### src/rtl/mul_issue_sched_pkg.sv
// mul_issue_sched_pkg: shared sizes and types for the multiply issue scheduler
package mul_issue_sched_pkg;
  localparam int MUL_STAGES = 5;
  localparam int ALU_LAT = 3;
  localparam int CNT_W = 3;
  localparam int REG_W = 5;
  typedef logic [REG_W-1:0] reg_idx_t;
endpackage

### src/rtl/mul_sched_track.sv
// mul_sched_track: in-flight multiply valid/dst/wr shift register with raw/waw match
module mul_sched_track import mul_issue_sched_pkg::*; #(
  parameter int N = MUL_STAGES
) (
  input  logic         clk,
  input  logic         reset,
  input  logic         flush,
  input  logic         push,
  input  logic         push_wr,
  input  logic         chk_wr,
  input  reg_idx_t     dst,
  input  reg_idx_t     src1,
  input  reg_idx_t     src2,
  output logic         raw,
  output logic         waw,
  output logic [N-1:0] sv,
  output logic         wb_valid,
  output reg_idx_t     wb_dst
);
  logic [N-1:0] wr;
  reg_idx_t sd [N];
  always_ff @(posedge clk or posedge reset) begin
    if (reset) begin
      sv <= '0;
      wr <= '0;
      for (int k = 0; k < N; k++) sd[k] <= '0;
    end else begin
      sv <= flush ? '0 : {sv[N-2:0], push};
      wr <= {wr[N-2:0], push_wr};
      sd[0] <= dst;
      for (int k = 1; k < N; k++) sd[k] <= sd[k-1];
    end
  end
  always_comb begin
    raw = 1'b0;
    waw = 1'b0;
    for (int k = 0; k < N; k++) begin
      raw = raw | (sv[k] & (((src1 != '0) & (src1 == sd[k])) | ((src2 != '0) & (src2 == sd[k]))));
      waw = waw | (sv[k] & chk_wr & (dst != '0) & (dst == sd[k]));
    end
  end
  assign wb_valid = sv[N-1] & wr[N-1];
  assign wb_dst = sd[N-1];
endmodule

### src/rtl/mul_issue_sched.sv
// mul_issue_sched: multiply pipeline issue scheduler and hazard controller
module mul_issue_sched import mul_issue_sched_pkg::*; #(
  parameter int MUL_STAGES = mul_issue_sched_pkg::MUL_STAGES,
  parameter int ALU_LAT = mul_issue_sched_pkg::ALU_LAT,
  parameter int CNT_W = mul_issue_sched_pkg::CNT_W
) (
  input  logic                  clk,
  input  logic                  reset,
  input  logic                  issue_valid,
  input  logic                  issue_is_mul,
  input  logic                  issue_wr,
  input  reg_idx_t              issue_dst,
  input  reg_idx_t              issue_src1,
  input  reg_idx_t              issue_src2,
  input  logic                  flush,
  output logic                  issue_stall,
  output logic                  issue_fire,
  output logic [MUL_STAGES-1:0] stage_valid,
  output logic                  mul_wb_valid,
  output reg_idx_t              mul_wb_dst,
  output logic [CNT_W-1:0]      mul_inflight
);
  logic raw, waw, str, push;
  logic [MUL_STAGES:ALU_LAT+1] rv;
  assign str = issue_wr & ~issue_is_mul & rv[ALU_LAT+1];
  assign issue_stall = issue_valid & (raw | waw | str);
  assign issue_fire = issue_valid & ~issue_stall & ~flush;
  assign push = issue_fire & issue_is_mul;
  mul_sched_track #(.N(MUL_STAGES)) u_track (
    .clk(clk),
    .reset(reset),
    .flush(flush),
    .push(push),
    .push_wr(issue_wr),
    .chk_wr(issue_wr),
    .dst(issue_dst),
    .src1(issue_src1),
    .src2(issue_src2),
    .raw(raw),
    .waw(waw),
    .sv(stage_valid),
    .wb_valid(mul_wb_valid),
    .wb_dst(mul_wb_dst)
  );
  always_ff @(posedge clk or posedge reset) begin
    if (reset) begin
      rv <= '0;
      mul_inflight <= '0;
    end else if (flush) begin
      rv <= '0;
      mul_inflight <= '0;
    end else begin
      rv <= rv >> 1;
      rv[MUL_STAGES] <= push & issue_wr;
      mul_inflight <= mul_inflight + CNT_W'(push) - CNT_W'(stage_valid[MUL_STAGES-1]);
    end
  end
endmodule

### config.mk
export PLATFORM = sky130hd
export DESIGN_NAME = mul_issue_sched
export DESIGN_NICKNAME = d
export VERILOG_FILES = /design/src/rtl/mul_issue_sched_pkg.sv /design/src/rtl/mul_sched_track.sv /design/src/rtl/mul_issue_sched.sv
export SDC_FILE = /design/constraint.sdc
export NUM_CORES = 1
export LEC_CHECK = 0
export CORE_UTILIZATION = 35
export CTS_CLUSTER_DIAMETER = 60
export CTS_CLUSTER_SIZE = 30
export DETAILED_ROUTE_END_ITERATION = 8
export HOLD_SLACK_MARGIN = 0.08
export PLACE_DENSITY = 0.67
export SYNTH_ARGS = -nofsm -noshare
export SYNTH_HDL_FRONTEND = slang
export SYNTH_SLANG_ARGS = --single-unit
### constraint.sdc
create_clock -name clk -period 7.8 [get_ports clk]
set_clock_uncertainty 0.2 [all_clocks]
set_input_delay 1.17 -clock clk [delete_from_list [all_inputs] [get_ports clk]]
set_output_delay 1.17 -clock clk [all_outputs]
set_load 0.01 [all_outputs]
# Word-level counts from Yosys, hierarchy flattened
# Cells that the tools add are included.
# op_classes
addsub	2
n_eq_ne	15
n_mux	3
bitwise	56
reduce_logical	3
# ops
op	n
$eq 5x5->1	15
$and 1x1->1	38
$or 1x1->1	15
$reduce_bool 5->1	3
$mux 5	1
$add 3x1->3	1
$mux 3	1
$not 1->1	3
$sub 3x1->3	1
$mux 2	1
# totals
register_bits	40
output_inout_bits	16
word_cells	88

# Longest topological paths before layout
# Gate-level depths: netlist (run 1).
# depth
word_depth	18
ltp_mapped	13

# By module
# A second synthesis (run 1) with hierarchy kept.
# hier_totals
cells_unflattened	206
area_unflattened_um2	2245.9
# modules_own_cells
module	instances	cells_each	area_each_um2	seq_area_each_um2
mul_sched_track	1	182	1970.6	875.8
mul_issue_sched	1	24	275.3	125.1

# Least setup slack after synthesis (run 1)
# No wires, ideal clock.
# synth_path
kind	input to output
startpoint	in issue_src1[3]
endpoint	out issue_fire
arrival_time_ps	2879
required_time_ps	6430
setup_slack_ps	3551
path_stages	8
path_buffers	1
path_cell_list	buf_4 > or4_4 > nor2_4 > nor4_1 > o21ai_2 > nand4_4 > nor4_4 > and3b_1
# synth_via
elab_chain_len	14
elab_cells_between_ends	31
# synth_lines
item	line	text
from (decl)	mul_issue_sched.sv:13	input reg_idx_t issue_src1,
$eq 5x5->1 / $reduce_bool 5->1 (equally long branches)	mul_sched_track.sv:38	raw = raw | (sv[k] & (((src1 != '0) & (src1 == sd[k])) | ((src2 != '0) & (src2 == sd[k]))));
$and 1x1->1	mul_sched_track.sv:38	
$or 1x1->1	mul_sched_track.sv:38	
$and 1x1->1	mul_sched_track.sv:38	
$or 1x1->1 (3 in a row)	mul_sched_track.sv:38	
$or 1x1->1 *	mul_sched_track.sv:38	
$or 1x1->1 * (2 in a row)	mul_issue_sched.sv:26	assign issue_stall = issue_valid & (raw | waw | str);
$and 1x1->1 *	mul_issue_sched.sv:26	
$not 1->1 *	mul_issue_sched.sv:27	assign issue_fire = issue_valid & ~issue_stall & ~flush;
$and 1x1->1 * (2 in a row)	mul_issue_sched.sv:27	
to (decl)	mul_issue_sched.sv:17	output logic issue_fire,
# Mark *: on every way between the ends. The rest lies on a longest branch, timed or not.

# Worst setup path in the final report (run 1)
# layout_path
startpoint	in issue_src1[0]
endpoint	out issue_fire
# Same word-level chain as after synthesis.

==> qor.yml, run 1 <==
synth:
  synth_warnings: 0
  syn-instance-count: 206
  ys_seq_elements: 40
  synth.yosys.seq_area_share: 0.436
  synth-edff-count: 0
  netlist_area_sq_um: 2300
  post_synth_num_cell_types: 33
  synth_fp_nets: 229
  synth_top_flop_cell: "sky130_fd_sc_hd__dfrtp_1"
  post_synthesis_average_cell_area_sq_um: 11.2
  ys_async_sr_fraction: 1.00
route:
  via_per_inst: 4.94
  drtAntennaViolNets: 0
  route.detailed.drc: 0
  route.detailed.wl_per_inst_um: 16.0
  first_iter_violations: 98
  postRouteWirelength_mm: 4.92
  number_of_detailed_route_iterations_in_the_first_pass: 4
  via_count: 1522
clock_network:
  cts-root-buf: "sky130_fd_sc_hd__clkbuf_8"
  post-cts-setup-buffer-count: 0
  cts_num_sinks: 40
  cts_buffer_depth: 2
  worst_setup_hold_path_clk_slew_ps: 80
  htree_num_levels: 2
  cts_tree: "yes"
  post_cts_resized: 0
  cts_made_buffers: 5
  post_cts_hold_buffer_count: 0
  worst_skew_pair.late_latency_ps: 290
power:
  p_total_w: 0.000535
  pwr_density_cell_nw_per_um2: 191
  share_seq_of_total_power: 0.429
  power.net_switching_w: 0.000120
  leakage_nw: 1.10
  worst_ir_drop_vdd_mv: 0.0881
  cellInternalPower_w: 0.000416
  swShare: 0.224
  power.clock.fraction: 0.431
  power.share.combinational: 0.139
critical_path:
  arrival_time_at_the_worst_endpoint_ps: 4170
  cp-start-kind: "input port"
  setup.worst_path.class: "in -> out"
  cp_data_required_time_ps: 6430
  path_max_fanout: 6
  reg2reg_setup_slack_ps: 4960
  timing.critical_path.to_type: "output pin"
place:
  place.gp.congestion: 0.846
  numPortBuffers: 36
  place_hpwl_mm: 3.74
  dp_cells: 300
run:
  max_cap_violations: 0
finish:
  finalNetCount: 253
  synthToLayoutAreaGrowth_pct: 22.0
  insertedDiodeCount: 0
  drive_gt1_frac: 0.0866
  mostFrequentLayoutCells: "sky130_fd_sc_hd__xor2_1, sky130_fd_sc_hd__dfrtp_1, sky130_fd_sc_hd__xnor2_1, sky130_fd_sc_hd__clkdlybuf4s50_1, sky130_fd_sc_hd__nor4_1"
  final-instance-count-excl-fill: 308
sta:
  rsz0062_at_grt: "false"
  period_share: 0.710
  final_number_of_setup_violating_endpoints: 0
  period_needed_ps: 5540
  slew_headroom: 0.533
  totalNegativeSetupSlack_ps: 0
  worst-slew-pin-transition_ps: 694
  timing.hold.ws_ps: 153
  finalHoldViolations: 0
  slew_viol_final: 0
  clock.fmax_mhz: 181
global_route:
  grtUsageTotal: 0.151
  grt_pass1_wl_mm: 8.02
  antenna_found_initial: 0
  first_global_vias: 1500
  overflow: 0
  grt_start_max_net_pins: 41
floorplanning:
  die-area_sq_um: 6890
  dieWidth_um: 83.0
  floorplan_core_area_sq_um: 6350
  floorplan.initialDensity: 0.362
  die-height_um: 83.0
  io_pins: 37
  std_cell_rows: 29
outcome:
  status: "finished clean"
min_path:
  worstHoldPathType: "reg -> reg"
-- per-layer routing --
metal | global-route usage | wire [um] | part of all wire | up-vias
li1 | - | - | - | 721
met1 | 0.216 | 2320 | 0.47 | 750
met2 | 0.229 | 2250 | 0.46 | 43
met3 | 0.0308 | 273 | 0.056 | 8
met4 | 0.0533 | 80 | 0.016 | 0
met5 | 0 | 0 | 0 | -
-- final cells by class --
class | count | area, sq um
repair buffers | 37 | 368
multi-input cells | 144 | 1170
flip-flops and latches | 40 | 1000
well taps | 77 | 96.3
clock buffers | 5 | 68.8
fillers | 581 | 3550
inverters | 2 | 7.51
clock inverters | 3 | 90.1
-- synth_stat cells, types with 2 or more instances --
| master | instances | area (sq um) |
|---|---|---|
| sky130_fd_sc_hd__xnor2_1 | 38 | 333 |
| sky130_fd_sc_hd__nand2_1 | 3 | 11.3 |
| sky130_fd_sc_hd__nand4_1 | 2 | 12.5 |
| sky130_fd_sc_hd__inv_1 | 2 | 7.51 |
| sky130_fd_sc_hd__dfrtp_1 | 40 | 1000 |
| sky130_fd_sc_hd__clkbuf_1 | 6 | 22.5 |
| sky130_fd_sc_hd__buf_4 | 6 | 45.0 |
| sky130_fd_sc_hd__nor4_1 | 14 | 87.6 |
| sky130_fd_sc_hd__nor2_1 | 3 | 11.3 |
| sky130_fd_sc_hd__xor2_1 | 40 | 350 |
| sky130_fd_sc_hd__and3b_1 | 2 | 17.5 |
| sky130_fd_sc_hd__buf_2 | 5 | 25.0 |
| sky130_fd_sc_hd__nor2_4 | 2 | 22.5 |
| sky130_fd_sc_hd__o21ai_2 | 2 | 17.5 |
| sky130_fd_sc_hd__or4_4 | 2 | 22.5 |
| sky130_fd_sc_hd__o21ai_0 | 2 | 10.0 |
| sky130_fd_sc_hd__nand3_1 | 13 | 65.1 |
| sky130_fd_sc_hd__nor2b_1 | 8 | 50.1 |
| sky130_fd_sc_hd__buf_6 | 2 | 22.5 |
-- through the flow --
| stage | instance area (sq um) | setup WS, ps | utilization |
|---|---|---|---|
| 3_5_place_dp | 2640 | 2350 | 0.416 |
| 4_1_cts | 2800 | 2330 | 0.441 |
| 6_report | 2800 | 2260 | 0.441 |
| 5_1_grt | 2800 | 2160 | 0.441 |
| 3_3_place_gp | 2640 | 2320 | 0.416 |
| 2_1_floorplan | 2300 | 3550 | - |
-- logic make-up (layout without fill, tap and decap cells) --
group           Yosys count  after routing  synth area share
xor+xnor                 78             78             0.297
simple gates             56             56             0.168
flops                    40             40             0.436
buf+inv                  22             47            0.0550
compound gates            8              8            0.0294
fa+ha+maj                 2              2            0.0142
-- power groups by stage --
stage          registers [W]  logic [W]  clock network [W]
6_report            0.000230  0.0000746           0.000231
5_1_grt             0.000231  0.0000819           0.000243
4_1_cts             0.000230  0.0000753           0.000234
3_5_place_dp        0.000234  0.0000749                  0
3_3_place_gp        0.000234  0.0000742                  0
2_1_floorplan       0.000231  0.0000533                  0
-- registers in the layout, indices dropped and copies added, names as in the netlist --
register        cells
u_track.sd         20
mul_inflight        3
rv                  2
u_track.wb_dst      5
u_track.wr          5
u_track.sv          5
-- critical path, cell delays in order --
cell and delay (ps):
sky130_fd_sc_hd__clkdlybuf4s50_1 630, sky130_fd_sc_hd__or4_4 640, sky130_fd_sc_hd__nor2_4 160, sky130_fd_sc_hd__nor4_1 80
sky130_fd_sc_hd__o21ai_0 230, sky130_fd_sc_hd__nand2_1 180, sky130_fd_sc_hd__nor4_4 340, sky130_fd_sc_hd__and3b_1 200
sky130_fd_sc_hd__clkdlybuf4s50_1 530
-- final timing paths --
| check | startpoint | cells after the start | to |
|---|---|---|---|
| max | issue_src1[0] | 9 | issue_fire |
| min | u_track.wr[1] | 0 | u_track.wr[2] |
| max in group asynchronous | reset | 3 | u_track.sd[21] |
| max reg2reg | u_track.sd[22] | 12 | mul_inflight[2] |
| min in group asynchronous | reset | 3 | rv[4] |
| min reg2reg | u_track.wr[1] | 0 | u_track.wr[2] |
(Power assumes the default switching activity.)
==> inputs of run 2 (changes only) <==
- clock period: 7.8 -> 5.1 ns (I/O delays scaled with it)
==> qor.yml, run 2 (synthesis results as in run 1) <==
outcome:
  status: "finished clean"  # unchanged
sta:
  worst-slew-pin-transition_ps: 637  # was 694 ps
  postLayoutSetupSlackWorst_ps: 637  # was 2260 ps
  rsz0062_at_grt: "false"  # unchanged
  period_needed_ps: 4460
  period_share: 0.875
  slew_headroom: 0.571  # was 0.533
  totalNegativeSetupSlack_ps: 0  # unchanged
  slew_viol_final: 0  # unchanged
  finalHoldViolations: 0  # unchanged
  clock.fmax_mhz: 224
  final_number_of_setup_violating_endpoints: 0  # unchanged
finish:
  finalNetCount: 264  # was 253
  regArea_sq_um: 1000  # unchanged
  insertedDiodeCount: 0  # unchanged
  mostFrequentLayoutCells: "sky130_fd_sc_hd__xor2_1, sky130_fd_sc_hd__dfrtp_1, sky130_fd_sc_hd__xnor2_1, sky130_fd_sc_hd__clkdlybuf4s50_1, sky130_fd_sc_hd__nor4_1"  # unchanged
  max_reg_flops: 20  # unchanged
  filler_cell_count: 594  # was 581
  max_flop_register: "u_track.sd"  # unchanged
  final_core_util: 0.444  # was 0.441
  synthToLayoutAreaGrowth_pct: 22.8  # was 22.0%
  drive_gt1_frac: 0.128  # was 0.0866
  design_area_sq_um: 2820  # was 2800 sq um
  multiInputGateArea_sq_um: 1170  # unchanged
route:
  route.detailed.drc: 0  # unchanged
  route.detailed.wl_per_inst_um: 16.2  # was 16.0 um
  via_count: 1557  # was 1522
  postRouteWirelength_mm: 5.15  # was 4.92 mm
  first_iter_violations: 101  # was 98
  number_of_detailed_route_iterations_in_the_first_pass: 4  # unchanged
  drtAntennaViolNets: 0  # unchanged
  via_per_inst: 4.88  # was 4.94
critical_path:
  slowest_delay_ps: 580  # was 640 ps
  path_max_fanout: 6  # unchanged
  critical_path_buf_inv_count: 2  # unchanged
  cp_cell_sequence: "clkdlybuf4s50_1, or4_4, nor2_4, nor4_1, o21ai_2, nand4_4, nor4_4, and3b_1, clkdlybuf4s50_1"  # was clkdlybuf4s50_1, or4_4, nor2_4, nor4_1, o21ai_0, nand2_1, nor4_4, and3b_1, clkdlybuf4s50_1
  cpLargestDelayFamily: "simple AND/OR/NAND/NOR gates"  # unchanged
  timing.critical_path.to_type: "output pin"  # unchanged
  path_common_cell: "sky130_fd_sc_hd__clkdlybuf4s50_1"  # unchanged
  arrival_time_at_the_worst_endpoint_ps: 3500  # was 4170 ps
  cp_data_required_time_ps: 4140  # was 6430 ps
  critPathSlowestCell: "sky130_fd_sc_hd__clkdlybuf4s50_1"  # was sky130_fd_sc_hd__or4_4
  cp-start-kind: "input port"  # unchanged
  setup.worst_path.class: "in -> out"  # unchanged
global_route:
  grt_pass1_wl_mm: 8.46  # was 8.02 mm
  antenna_found_initial: 0  # unchanged
  grtUsageMet3: 0.0408  # was 0.0308
  overflow: 0  # unchanged
  first_global_vias: 1638  # was 1500
  grt_busiest_layer: "met2"  # unchanged
  grtUsageTotal: 0.163  # was 0.151
  grt.met2_usage: 0.253  # was 0.229
  grt_use_met1: 0.224  # was 0.216
  grt_start_max_net_pins: 41  # unchanged
place:
  numPortBuffers: 36  # unchanged
  place.gp.congestion: 0.910  # was 0.846
  dpl-instance-area_sq_um: 2730  # was 2640 sq um
  place_hpwl_mm: 3.97  # was 3.74 mm
  dpl_worst_slack_ps: 640  # was 2350 ps
clock_network:
  cts-root-buf: "sky130_fd_sc_hd__clkbuf_8"  # unchanged
  worst_setup_hold_path_clk_slew_ps: 80  # about the same
  htree_num_levels: 2  # unchanged
  post_cts_resized: 0  # unchanged
  cts_made_buffers: 5  # unchanged
  post_cts_hold_buffer_count: 0  # unchanged
  cts_tree: "yes"  # unchanged
  worst_skew_pair.late_latency_ps: 300  # was 290 ps
  cts_num_sinks: 40  # unchanged
  post-cts-setup-buffer-count: 0  # unchanged
  cts_buffer_depth: 2  # unchanged
power:
  power.net_switching_w: 0.000191  # was 0.000120 W
  swShare: 0.273  # was 0.224
  leakage_nw: 1.13  # was 1.10 nW
  worst_ir_drop_vdd_mv: 0.0917  # was 0.0881 mV
  p_total_w: 0.000698  # was 0.000535 W
  share_seq_of_total_power: 0.503  # was 0.429
  pwr_density_cell_nw_per_um2: 247  # was 191 nW/um^2
  power.clock.fraction: 0.322  # was 0.431
  power.share.combinational: 0.175  # was 0.139
  cellInternalPower_w: 0.000507  # was 0.000416 W
min_path:
  worstHoldPathType: "reg -> reg"  # unchanged
floorplanning:
  dieWidth_um: 83.0  # unchanged
  io_pins: 37  # unchanged
  floorplan_core_area_sq_um: 6350  # unchanged
  die-area_sq_um: 6890  # unchanged
  die-height_um: 83.0  # unchanged
  floorplan.initialDensity: 0.362  # unchanged
  std_cell_rows: 29  # unchanged
run:
  max_cap_violations: 0  # unchanged
run 2: final cells by class:
cell class,count,area share
Sequential cell,40,0.355
Inverter,2,0.00266
Multi-Input combinational cell,144,0.415
Clock inverter,2,0.00488
Clock buffer,6,0.0293
Tap cell,77,0.0341
Timing Repair Buffer,48,0.160
run 2: metal layers:
metal | part of all wire | wire, um
met5 | 0 | 0
met2 | 0.48 | 2460
met1 | 0.46 | 2390
met4 | 0.011 | 57
met3 | 0.048 | 246
run 2: per-stage QoR:
stage          instances  hold slack (ps)
2_1_floorplan        206              131
3_3_place_gp         311              132
3_5_place_dp         311              136
4_1_cts              319              155
5_1_grt              319              160
6_report             319              154
run 2: final timing paths:
| check | start | to | slack, ps | cells past startpoint |
|---|---|---|---|---|
| min reg2reg | u_track.wr[1] | u_track.wr[2] | 150 | 0 |
| min in group asynchronous | reset | u_track.sv[0] | 670 | 3 |
| max | issue_src2[4] | issue_fire | 640 | 9 |
| max reg2reg | u_track.sd[9] | mul_inflight[2] | 2210 | 12 |
| max in group asynchronous | reset | u_track.sd[9] | 3680 | 3 |
| min | u_track.wr[1] | u_track.wr[2] | 150 | 0 |
run 2: power by group through the flow:
stage | clock, W | sequential, W | combinational [W]
finish | 0.000224 | 0.000351 | 0.000122
global route | 0.000243 | 0.000354 | 0.000134
CTS | 0.000229 | 0.000351 | 0.000124
detailed placement | 0 | 0.000358 | 0.000123
global placement | 0 | 0.000358 | 0.000122
floorplan | 0 | 0.000353 | 0.0000816
==> inputs of run 3 (changes only) <==
- CORE_UTILIZATION: 35 -> 50
- PLACE_DENSITY: 0.67 -> 0.86
- SETUP_SLACK_MARGIN: default -> 0.5
==> qor.yml, run 3 (synthesis results as in run 1) <==
sta:
  slew_headroom: 0.531  # was 0.571
  period_share: 0.874  # was 0.875
  slew_viol_final: 0  # unchanged
  period_needed_ps: 4450  # was 4460 ps
  final_number_of_setup_violating_endpoints: 0  # unchanged
  clock.fmax_mhz: 224  # about the same
  rsz0062_at_grt: "false"  # unchanged
  worst-slew-pin-transition_ps: 697  # was 637 ps
  totalNegativeSetupSlack_ps: 0  # unchanged
  timing.hold.ws_ps: 153  # was 154 ps
  finalHoldViolations: 0  # unchanged
place:
  place.gp.congestion: 0.967  # was 0.910
  numPortBuffers: 36  # unchanged
  place_hpwl_mm: 3.77  # was 3.97 mm
  dpl-instance-area_sq_um: 2670  # was 2730 sq um
power:
  worst_ir_drop_vdd_mv: 0.183  # was 0.0917 mV
  power.share.combinational: 0.168  # was 0.175
  pwr_density_cell_nw_per_um2: 258  # was 247 nW/um^2
  leakage_nw: 1.14  # was 1.13 nW
  power.clock.fraction: 0.344  # was 0.322
  power.net_switching_w: 0.000179  # was 0.000191 W
  cellInternalPower_w: 0.000540  # was 0.000507 W
  share_seq_of_total_power: 0.488  # was 0.503
  swShare: 0.249  # was 0.273
floorplanning:
  floorplan.initialDensity: 0.524  # was 0.362
  floorplan_core_area_sq_um: 4380  # was 6350 sq um
  die-area_sq_um: 4870  # was 6890 sq um
  die-height_um: 69.8  # was 83.0 um
  std_cell_rows: 24  # was 29
  io_pins: 37  # unchanged
  dieWidth_um: 69.8  # was 83.0 um
global_route:
  antenna_found_initial: 0  # unchanged
  grtUsageTotal: 0.215  # was 0.163
  overflow: 0  # unchanged
  first_global_vias: 1643  # was 1638
  grt_pass1_wl_mm: 8.00  # was 8.46 mm
  grt_start_max_net_pins: 41  # unchanged
finish:
  design_area_sq_um: 2790  # was 2820 sq um
  max_flop_register: "u_track.sd"  # unchanged
  synthToLayoutAreaGrowth_pct: 21.3  # was 22.8%
  finalNetCount: 261  # was 264
  drive_gt1_frac: 0.113  # was 0.128
  insertedDiodeCount: 0  # unchanged
  mostFrequentLayoutCells: "sky130_fd_sc_hd__xor2_1, sky130_fd_sc_hd__dfrtp_1, sky130_fd_sc_hd__xnor2_1, sky130_fd_sc_hd__clkdlybuf4s50_1, sky130_fd_sc_hd__nor4_1"  # unchanged
  max_reg_flops: 20  # unchanged
route:
  first_iter_violations: 63  # was 101
  number_of_detailed_route_iterations_in_the_first_pass: 4  # unchanged
  route.detailed.wl_per_inst_um: 16.4  # was 16.2 um
  route.layer.met1.wl_mm: 2.18  # was 2.39 mm
  wl_met3_um: 198  # was 246 um
  postRouteWirelength_mm: 4.76  # was 5.15 mm
  via_count: 1565  # was 1557
  met2_wirelength_mm: 2.25  # was 2.46 mm
  via_per_inst: 5.38  # was 4.88
  route.detailed.drc: 0  # unchanged
  drtAntennaViolNets: 0  # unchanged
  top_signal_layer_used: "met4"  # unchanged
clock_network:
  post_cts_resized: 0  # unchanged
  htree_num_levels: 2  # unchanged
  post_cts_hold_buffer_count: 0  # unchanged
  post-cts-setup-buffer-count: 0  # unchanged
  worst_skew_pair.late_latency_ps: 280  # was 300 ps
  cts_made_buffers: 5  # unchanged
  cts_tree: "yes"  # unchanged
  cts-root-buf: "sky130_fd_sc_hd__clkbuf_8"  # unchanged
  worst_setup_hold_path_clk_slew_ps: 70  # was 80 ps
  cts_num_sinks: 40  # unchanged
  cts_buffer_depth: 2  # unchanged
outcome:
  status: "finished clean"  # unchanged
critical_path:
  arrival_time_at_the_worst_endpoint_ps: 3490  # was 3500 ps
  setup.worst_path.class: "in -> out"  # unchanged
  path_max_fanout: 6  # unchanged
  cp-start-kind: "input port"  # unchanged
  cp_data_required_time_ps: 4140  # about the same
  timing.critical_path.to_type: "output pin"  # unchanged
run:
  max_cap_violations: 0  # unchanged
min_path:
  worstHoldPathType: "reg -> reg"  # unchanged
-- run 3: layout make-up --
type	instances	area [sq um]
clock buffer	6	72.6
clock inverter	2	35.0
fill	345	1600
inverter	2	7.51
multi-input combinational	144	1170
sequential	40	1000
tap	52	65.1
timing repair buffer	45	435
-- run 3: metrics by stage --
stage | setup slack [ps] | utilization | std cells | total power [W]
2_1_floorplan | 1660 | - | 206 | 0.000435
3_3_place_gp | 613 | 0.609 | 283 | 0.000475
3_5_place_dp | 581 | 0.609 | 283 | 0.000478
4_1_cts | 558 | 0.634 | 291 | 0.000727
5_1_grt | 504 | 0.636 | 291 | 0.000751
6_report | 645 | 0.636 | 291 | 0.000719
-- run 3: worst max-delay path, cell delays in order --
cell,delay [ps]
sky130_fd_sc_hd__clkdlybuf4s50_1,600
sky130_fd_sc_hd__or4_4,510
sky130_fd_sc_hd__nor2_4,140
sky130_fd_sc_hd__nor4_1,80
sky130_fd_sc_hd__o21ai_2,170
sky130_fd_sc_hd__nand4_4,150
sky130_fd_sc_hd__nor4_4,340
sky130_fd_sc_hd__and3b_1,200
sky130_fd_sc_hd__clkdlybuf4s50_1,530
-- run 3: worst paths after layout --
check / start / to / slack [ps] / cells past startpoint
max in group asynchronous: reset / u_track.wb_dst[4] / 3650 / 3
min in group asynchronous: reset / u_track.wr[0] / 710 / 3
worst min-delay path: u_track.wr[0] / u_track.wr[1] / 150 / 0
worst max-delay path: issue_src2[4] / issue_fire / 650 / 9
worst min register to register: u_track.wr[0] / u_track.wr[1] / 150 / 0
worst max register to register: u_track.sd[22] / mul_inflight[2] / 2200 / 12
-- run 3: routing by layer --
metal	vias to the layer above	GRT usage
li1	739	-
met1	767	0.293
met2	47	0.332
met3	12	0.0436
met4	0	0.0933
met5	-	0
-- run 3: power groups by stage --
stage                     Sequential, W  Clock [W]  Combinational [W]
after floorplan                0.000353          0          0.0000816
after global placement         0.000357          0           0.000119
after detailed placement       0.000357          0           0.000121
after CTS                      0.000351   0.000255           0.000122
after global routing           0.000353   0.000266           0.000131
final                          0.000351   0.000248           0.000120
